===== src/rtl/kpd_scan_fifo.sv =====
`default_nettype none
// ============================================================================
// Module      : kpd_scan_fifo
// Description : Matrix keypad scanner with per-key debounce and a press-event
//               FIFO read through a valid/ready handshake. Define
//               KPD_HEXMAP_EN (4x4 only) to push hex-pad legend codes.
// Revision    : 1.0  initial release
// ============================================================================
module kpd_scan_fifo #(
  parameter int ROWS           = 4,
  parameter int COLS           = 4,
  parameter int SETTLE_CYCLES  = 2,
  parameter int DEBOUNCE_SCANS = 3,
  parameter int FIFO_DEPTH     = 4,
  parameter int CODE_W         = (ROWS * COLS > 1) ? $clog2(ROWS * COLS) : 1
) (
  input  logic              slow_clk,
  input  logic              rst,
  output logic [COLS-1:0]   col_n,
  input  logic [ROWS-1:0]   row_n,
  output logic [CODE_W-1:0] key_code,
  output logic              key_valid,
  input  logic              key_ready,
  output logic              key_any,
  output logic              overflow
);

  localparam int c_num_keys = ROWS * COLS;
  localparam int c_row_w    = (ROWS > 1) ? $clog2(ROWS) : 1;
  localparam int c_col_w    = (COLS > 1) ? $clog2(COLS) : 1;
  localparam int c_set_w    = $clog2(SETTLE_CYCLES + 1);
  localparam int c_ptr_w    = $clog2(FIFO_DEPTH);
  localparam int c_dbc_w    = 4;

  typedef enum logic [1:0] {
    S_DRIVE  = 2'd0,
    S_SETTLE = 2'd1,
    S_SAMPLE = 2'd2
  } state_t;

  state_t               r_state;
  state_t               w_state_nxt;
  logic [c_col_w-1:0]   r_col;
  logic [c_row_w-1:0]   r_row;
  logic [c_set_w-1:0]   r_settle;
  logic [c_num_keys-1:0] r_stable;
  logic [c_dbc_w-1:0]   r_dbc [c_num_keys];
  logic [CODE_W-1:0]    r_mem [FIFO_DEPTH];
  logic [c_ptr_w-1:0]   r_rd_ptr;
  logic [c_ptr_w-1:0]   r_wr_ptr;
  logic [c_ptr_w:0]     r_count;

  logic                 w_last_row;
  logic                 w_last_col;
  logic                 w_settle_done;
  logic                 w_sampling;
  logic [CODE_W-1:0]    w_idx;
  logic                 w_raw;
  logic                 w_stable_bit;
  logic [c_dbc_w-1:0]   w_dbc;
  logic                 w_flip;
  logic                 w_push;
  logic [CODE_W-1:0]    w_push_code;
  logic                 w_pop;
  logic                 w_full;
  logic                 w_push_ok;
  logic [c_ptr_w-1:0]   w_rd_nxt;
  logic [c_ptr_w:0]     w_left;
  logic [c_ptr_w:0]     w_count_nxt;
  logic [CODE_W-1:0]    w_head_nxt;

`ifdef KPD_HEXMAP_EN
  generate
    if (ROWS != 4 || COLS != 4) begin : g_hexmap_bad_dims
      $error("KPD_HEXMAP_EN requires ROWS == 4 and COLS == 4");
    end
  endgenerate

  function automatic logic [CODE_W-1:0] f_code(input logic [CODE_W-1:0] idx);
    case (idx)
      CODE_W'(0):  f_code = CODE_W'(4'h1);
      CODE_W'(1):  f_code = CODE_W'(4'h2);
      CODE_W'(2):  f_code = CODE_W'(4'h3);
      CODE_W'(3):  f_code = CODE_W'(4'hA);
      CODE_W'(4):  f_code = CODE_W'(4'h4);
      CODE_W'(5):  f_code = CODE_W'(4'h5);
      CODE_W'(6):  f_code = CODE_W'(4'h6);
      CODE_W'(7):  f_code = CODE_W'(4'hB);
      CODE_W'(8):  f_code = CODE_W'(4'h7);
      CODE_W'(9):  f_code = CODE_W'(4'h8);
      CODE_W'(10): f_code = CODE_W'(4'h9);
      CODE_W'(11): f_code = CODE_W'(4'hC);
      CODE_W'(12): f_code = CODE_W'(4'h0);
      CODE_W'(13): f_code = CODE_W'(4'hF);
      CODE_W'(14): f_code = CODE_W'(4'hE);
      default:     f_code = CODE_W'(4'hD);
    endcase
  endfunction
`else
  function automatic logic [CODE_W-1:0] f_code(input logic [CODE_W-1:0] idx);
    f_code = idx;
  endfunction
`endif

  assign w_last_row    = (r_row == c_row_w'(ROWS - 1));
  assign w_last_col    = (r_col == c_col_w'(COLS - 1));
  assign w_settle_done = (r_settle == '0);

  // ---------------- scan sequencer ----------------
  always_ff @(posedge slow_clk) begin
    if (rst) r_state <= S_DRIVE;
    else     r_state <= w_state_nxt;
  end

  always_comb begin
    w_state_nxt = r_state;
    case (r_state)
      S_DRIVE:  w_state_nxt = S_SETTLE;
      S_SETTLE: if (w_settle_done) w_state_nxt = S_SAMPLE;
      S_SAMPLE: if (w_last_row) w_state_nxt = S_DRIVE;
      default:  w_state_nxt = S_DRIVE;
    endcase
  end

  always_ff @(posedge slow_clk) begin
    if (rst) begin
      col_n    <= '1;
      r_col    <= '0;
      r_row    <= '0;
      r_settle <= '0;
    end else begin
      case (r_state)
        S_DRIVE: begin
          col_n    <= ~(COLS'(1) << r_col);
          r_settle <= c_set_w'(SETTLE_CYCLES - 1);
          r_row    <= '0;
        end
        S_SETTLE: begin
          if (!w_settle_done) r_settle <= r_settle - c_set_w'(1);
        end
        S_SAMPLE: begin
          if (w_last_row) begin
            r_row <= '0;
            r_col <= w_last_col ? '0 : r_col + c_col_w'(1);
          end else begin
            r_row <= r_row + c_row_w'(1);
          end
        end
        default: ;
      endcase
    end
  end

  // ---------------- per-key debounce, one key per sample slot ----------------
  assign w_sampling   = (r_state == S_SAMPLE);
  assign w_idx        = CODE_W'(int'(r_row) * COLS + int'(r_col));
  assign w_raw        = ~row_n[r_row];
  assign w_stable_bit = r_stable[w_idx];
  assign w_dbc        = r_dbc[w_idx];
  assign w_flip       = w_sampling && (w_raw != w_stable_bit)
                        && (w_dbc == c_dbc_w'(DEBOUNCE_SCANS - 1));
  assign w_push       = w_flip && w_raw;
  assign w_push_code  = f_code(w_idx);

  always_ff @(posedge slow_clk) begin
    if (rst) begin
      r_stable <= '0;
      key_any  <= 1'b0;
      for (int i = 0; i < c_num_keys; i++) r_dbc[i] <= '0;
    end else begin
      key_any <= |r_stable;
      if (w_sampling) begin
        if (w_raw == w_stable_bit) begin
          r_dbc[w_idx] <= '0;
        end else if (w_flip) begin
          r_stable[w_idx] <= w_raw;
          r_dbc[w_idx]    <= '0;
        end else begin
          r_dbc[w_idx] <= w_dbc + c_dbc_w'(1);
        end
      end
    end
  end

  // ---------------- event FIFO ----------------
  assign w_pop       = key_valid && key_ready;
  assign w_full      = (r_count == (c_ptr_w + 1)'(FIFO_DEPTH));
  assign w_push_ok   = w_push && (!w_full || w_pop);
  assign w_rd_nxt    = w_pop ? r_rd_ptr + c_ptr_w'(1) : r_rd_ptr;
  assign w_left      = r_count - (c_ptr_w + 1)'(w_pop);
  assign w_count_nxt = w_left + (c_ptr_w + 1)'(w_push_ok);

  // Head register looks ahead so key_code is valid the same clock as key_valid.
  always_comb begin
    w_head_nxt = key_code;
    if (w_left != '0)   w_head_nxt = r_mem[w_rd_nxt];
    else if (w_push_ok) w_head_nxt = w_push_code;
  end

  always_ff @(posedge slow_clk) begin
    if (!rst && w_push_ok) r_mem[r_wr_ptr] <= w_push_code;
  end

  always_ff @(posedge slow_clk) begin
    if (rst) begin
      r_rd_ptr  <= '0;
      r_wr_ptr  <= '0;
      r_count   <= '0;
      key_valid <= 1'b0;
      key_code  <= '0;
      overflow  <= 1'b0;
    end else begin
      r_rd_ptr  <= w_rd_nxt;
      r_count   <= w_count_nxt;
      key_valid <= (w_count_nxt != '0);
      key_code  <= w_head_nxt;
      if (w_push_ok)          r_wr_ptr <= r_wr_ptr + c_ptr_w'(1);
      if (w_push && !w_push_ok) overflow <= 1'b1;
    end
  end

endmodule
`default_nettype wire


===== config.mk =====
export PLATFORM = sky130hd
export DESIGN_NAME = kpd_scan_fifo
export DESIGN_NICKNAME = d
export VERILOG_FILES = /design/src/rtl/kpd_scan_fifo.sv
export SDC_FILE = /design/constraint.sdc
export NUM_CORES = 1
export LEC_CHECK = 0
export ABC_AREA = 1
export CAP_MARGIN = 20
export CORE_UTILIZATION = 33
export CTS_BUF_LIST = sky130_fd_sc_hd__clkbuf_16
export DETAILED_ROUTE_END_ITERATION = 7
export DONT_BUFFER_PORTS = 1
export PLACE_DENSITY_LB_ADDON = 0.2
export SLEW_MARGIN = 10
export SYNTH_ARGS = -nofsm -noshare
export SYNTH_HDL_FRONTEND = slang
export SYNTH_SLANG_ARGS = --single-unit

===== constraint.sdc =====
create_clock -name slow_clk -period 2.75 [get_ports slow_clk]
set_input_delay 0.55 -clock slow_clk [delete_from_list [all_inputs] [get_ports slow_clk]]
set_output_delay 0.55 -clock slow_clk [all_outputs]
set_load 0.03 [all_outputs]

## Yosys cells after proc, flatten, opt, wreduce, memory -nomap -nowiden

Memories as Yosys holds them, arrays and structs flattened.
Cells that the tools add are included.

- Output and inout bits: 11
- Flip-flop bits (word level): 42
- Memories kept: 2
- Input port bits: 7
- Logic and storage cells: 110
- Memory bits (writable): 80

- Order comparisons: 3
- Bitwise operators: 5
- Shift operators: 1
- $add $sub $neg: 9
- Mux-type cells: 41
- Reduce and logical (&&, ||, !) cells: 25
- Equal/unequal tests: 11

Memory list:

| name | depth | width | read ports | clocked after memory_dff | write ports | RTL line | text |
|---|---|---|---|---|---|---|---|
| r_dbc | 16 | 4 | 1 | 0 | 16 | 47 | `logic [c_dbc_w-1:0] r_dbc [c_num_keys];` |
| r_mem | 4 | 4 | 1 | 0 | 1 | 48 | `logic [CODE_W-1:0] r_mem [FIFO_DEPTH];` |

Operators by type and width:

| cell | number |
|---|---|
| 2-to-1 mux 4 bit | 6 |
| 2-to-1 mux 1 bit | 22 |
| bitwise mux 16 bit | 1 |
| OR reduction 16 bit | 1 |
| 2-to-1 mux 2 bit | 6 |
| adder 2 x 1 -> 2 bit, second input constant | 4 |
| logical AND 1 bit | 8 |
| case mux 2 bit (2 select lines) | 2 |
| equality test 2 bit, second input constant | 3 |
| inequality test 2 bit, second input constant | 3 |
| case mux 2 bit (3 select lines) | 1 |
| AND reduction 2 bit | 3 |
| nonzero test 2 bit | 3 |
| nonzero test 3 bit | 2 |
| less-than comparator 4 x 5 -> 1 bit, second input constant | 1 |
| adder 4 x 1 -> 4 bit, second input constant | 1 |
| adder 4 x 2 -> 4 bit | 1 |
| binary-select mux 1 bit (select 4 bit) | 1 |
| demux 1 bit (select 4 bit) | 1 |
| equality test 4 x 2 -> 1 bit, second input constant | 1 |
| greater-or-equal comparator 4 x 1 -> 1 bit, second input constant | 1 |
| zero test 2 bit | 2 |
| inverter 4 bit | 1 |
| OR reduction 4 bit | 1 |
| 15 further kinds | 19 |

## Depth between registers and ports, before layout

- Depth in word-level cells: 15
- Depth in mapped cells: 22
- Gate-level depth less buffers: 20

## Worst setup path before layout

No wires, ideal clock.

- Path kind: reg-to-reg
- From: register r_col[0]
- To: register key_valid
- Arrival time: 2.773 ns
- Period minus slack after synthesis: 2.882 ns
- Path buffers: 3
- Cell stages (with the launch flop): 23
- Slack: -0.132 ns
- Data required time: 2.640 ns
- Library setup time: 0.110 ns
- Path through: dfxtp_1 buf_6 inv_4 buf_4 buf_4 nor2_1 o221ai_1 nand3_1 nand2_1 inv_1 ha_1 inv_1 nor2_1 nand2_1 nor2_4 nand3_2 inv_2 ha_1 ha_1 xnor2_1 nand3_1 nand2_1 inv_1

- Cells in the longest elaborated chain, start to end: 10
- Elaborated cells between the ends (all ways): 12
- Classes of those cells: add/sub (2); eq/ne (2); mux (2); reduce/logical (5); memory (1)

RTL lines:

| what | RTL line | text |
|---|---|---|
| start: declaration | 43 | `logic [c_col_w-1:0] r_col;` |
| start signal: assignment | 144 | `r_col <= w_last_col ? '0 : r_col + c_col_w'(1);` |
| adder 4 x 2 -> 4 bit * | 156 | `assign w_idx = CODE_W'(int'(r_row) * COLS + int'(r_col));` |
| binary-select mux 1 bit (select 4 bit) | 158 | `assign w_stable_bit = r_stable[w_idx];` |
| 2-to-1 mux 1 bit (implied by the code) | 158 |  |
| inequality test 1 bit | 160 | `assign w_flip = w_sampling && (w_raw != w_stable_bit)` |
| logical AND 1 bit | 160 |  |
| logical AND 1 bit * | 161 | `&& (w_dbc == c_dbc_w'(DEBOUNCE_SCANS - 1));` |
| logical AND 1 bit * | 162 | `assign w_push = w_flip && w_raw;` |
| logical AND 1 bit * | 188 | `assign w_push_ok = w_push && (!w_full \|\| w_pop);` |
| adder 3 x 1 -> 3 bit * | 191 | `assign w_count_nxt = w_left + (c_ptr_w + 1)'(w_push_ok);` |
| nonzero test 3 bit * | 215 | `key_valid <= (w_count_nxt != '0);` |
| end signal: assignment | 215 |  |
| end: declaration | 22 | `output logic key_valid,` |

Mark *: on every way between the ends. The rest lies on a longest branch, timed or not. The select of a mux whose other input is x is not followed.
A chain may end at the register's enable or synchronous reset.

## Worst setup path after layout

Ends and elaborated chain as after synthesis.

==> qor.yml <==
status: "complete, no violations"
synth_area_per_cell_um2: 8.94
grt_util_all_layers: 0.190
wire_per_inst_um: 17.5
utilization: 0.418
fin_skew_ns: 0.00829
vias: 4790
cts.sinks: 122
hold_path.class: "input pin to register"
grt_first_pass_wirelength_um: 25500
hold_viol: 0
die_h_um: 136
worstMarginPinSlew_ns: 0.829
drtPass1Iterations: 5
power_leakage_nw: 2.91
die_w_um: 136
h-tree-depth: 4
path_max_fanout: 7
setup_viol: 0
insertion_delay_ns: 0.43
portBuffers: 0
area_growth_pct: 23.1
yosys-top-cells-area: "edfxtp_1, dfxtp_1, nand2_1"
hpwl_um: 11800
setup_tns_ns: 0
fmax_mhz: 383
yosysWarnings: 0
wl_um: 16600
core_um2: 17400
crit_required_ns: 3.08
clk_path_buf_depth: 2
grt_pass1_vias: 4611
viasPerCell: 5.04
nNetsFinal: 738
dieArea_um2: 18500
drc: 0
antennaDiodeCount: 0
slew_violations: 0
arrival_ns: 2.94
initial_core_util: 0.340
grt_max_degree: 29
finalCritPeriodShare: 0.948
grt_overflow: 0
synth_cells: 662
maxCapViolCount: 0
syn-num-nets: 688
ant_nets: 0
max_slew_margin: 0.441
synth_area_um2: 5920
path_clk_slew_ns: 0.06
end_kind: "register"
synth-seq-cells: 122
synthTopCellsByCount: "nand2_1, nor2_1, edfxtp_1, inv_1, o21ai_0"
synthFlopType: "edfxtp_1"
cts_tree: "built"
synth_top_area_share: 0.406
synth_top_cell_by_area: "edfxtp_1"
synthDistinctLibCells: 34
ios: 18
ys_seq_area_frac: 0.548
fillers: 1735
drt_iter0_drc: 461
ctsHoldBuffers: 0
synth.most_common_cell: "nand2_1"
vdd_drop_max_v: 0.000566
gp_congestion: 0.892
rows: 48
synth_edf_count: 80
min_period_ns: 2.61
antenna_found_initial: 0
power_density_nw_per_um2: 697
numCtsBuffers: 17
critPathLaunchType: "register"
drive_gt1_frac: 0.174
async_flop_share: 0
criticalPathCategory: "register to register"
clk_root_buffer_cell: "clkbuf_16"
## worst max-delay path, stage by stage (launching register included)
cell and delay [ns]:
dfxtp_4 0.44, buf_6 0.13, clkbuf_16 0.14, nor2_1 0.05
o221ai_1 0.18, nand3_1 0.13, nand2_2 0.12, ha_4 0.13
inv_1 0.03, nor2_1 0.08, nand2_1 0.11, nor2_4 0.18
nand3_4 0.09, inv_4 0.09, ha_4 0.12, ha_2 0.18
xnor2_2 0.12, nand3_1 0.10, nand2_1 0.06, inv_1 0.04
## final timing paths
check / startpoint / endpoint / slack (ns) / cells past startpoint
max: r_col[0]$_SDFFE_PP0P_ / key_valid$_SDFF_PP0_ / 0.14 / 19
min: rst / key_code[3]$_SDFFE_PP0P_ / 0.21 / 1
max reg2reg: r_col[0]$_SDFFE_PP0P_ / key_valid$_SDFF_PP0_ / 0.14 / 19
min reg2reg: r_settle[1]$_SDFFE_PP0P_ / r_settle[1]$_SDFFE_PP0P_ / 0.46 / 2
## sequential cells by signal, indices dropped and copies added, names as in the netlist
name / cells
r_row: 2
overflow: 1
r_wr_ptr: 2
r_settle: 2
r_col: 2
r_dbc: 64
key_any: 1
r_stable: 16
key_code: 4
r_mem: 16
r_state: 2
r_count: 3
key_valid: 1
col_n: 4
r_rd_ptr: 2
## cells by family after synthesis
kind of cell / after synthesis / synth area share
AND/OR/NAND/NOR: 286 / 0.207
AO/OA/AOI/OAI: 124 / 0.114
flip-flops: 122 / 0.548
buffers and inverters: 106 / 0.0837
adder cells (fa/ha/maj): 19 / 0.0402
XOR/XNOR: 5 / 0.00740
## area by class of cell
cell class | instances | area [um^2] | share of cell area
timing repair buffer | 58 | 563 | 0.0773
multi-input combinational | 434 | 2270 | 0.311
clock buffer | 21 | 526 | 0.0722
sequential | 122 | 3250 | 0.446
tap | 225 | 282 | 0.0387
inverter | 78 | 308 | 0.0423
clock inverter | 11 | 71.3 | 0.00979
timing repair inverter | 1 | 16.3 | 0.00223
## stage by stage
stage	area (um^2)	power, W	worst slack (ns)	hold slack [ns]	std cells
floorplan	5930	0.00265	0.0107	0.439	662
global route	7280	0.00530	-0.00798	0.175	950
finish	7280	0.00508	0.142	0.205	950
global placement	6430	0.00285	0.103	0.441	907
detailed placement	6430	0.00286	0.102	0.463	907
CTS	7030	0.00507	0.0880	0.177	939
## cell usage in the layout (no fill, tap or decap), types with 2 or more instances in the layout
cell type | netlist | layout
a21oi_1 | 32 | 32
buf_12 | 0 | 5
buf_4 | 6 | 45
buf_6 | 9 | 4
buf_8 | 0 | 2
clkbuf_16 | 0 | 23
clkinv_2 | 0 | 3
clkinv_8 | 0 | 2
dfxtp_1 | 42 | 39
dfxtp_2 | 0 | 2
edfxtp_1 | 80 | 80
ha_1 | 19 | 16
ha_4 | 0 | 2
inv_1 | 73 | 74
inv_2 | 4 | 8
nand2_1 | 112 | 110
nand2_2 | 1 | 3
nand2_4 | 4 | 3
nand3_1 | 41 | 41
nor2_1 | 110 | 109
nor2_2 | 5 | 5
nor2_4 | 1 | 2
nor4_1 | 5 | 5
o211ai_1 | 6 | 6
o21ai_0 | 71 | 60
o21ai_1 | 1 | 10
o21ai_2 | 0 | 2
o221ai_1 | 6 | 3
o221ai_2 | 0 | 3
o22ai_1 | 5 | 5
or2_2 | 3 | 3
xnor2_1 | 3 | 2
xor2_1 | 2 | 2
## metal layers
layer  vias to the layer above  share of wire  global-route usage
met2                       122           0.46               0.297
met5                         -              0                   0
met1                      2341           0.46               0.246
met3                        22          0.057              0.0570
met4                         0          0.016              0.0710
li1                       2305              -                   -
## repair_timing
| item | in CTS | in global routing |
|---|---|---|
| endpoints found under the setup margin | 0 | 81 |
| gates resized for setup | 0 | 47 |
| setup buffers | 0 | 8 |
| hold endpoints to repair | 0 | 0 |
## power breakdown
| group | total [W] | internal, W | switching [W] | leakage, nW |
|---|---|---|---|---|
| Clock | 0.00221 | 0.00143 | 0.000786 | 0.316 |
| Combinational | 0.000685 | 0.000239 | 0.000445 | 1.45 |
| Sequential | 0.00218 | 0.00205 | 0.000131 | 1.15 |
| Total | 0.00508 | 0.00372 | 0.00136 | 2.91 |
(Power assumes the default switching activity.)
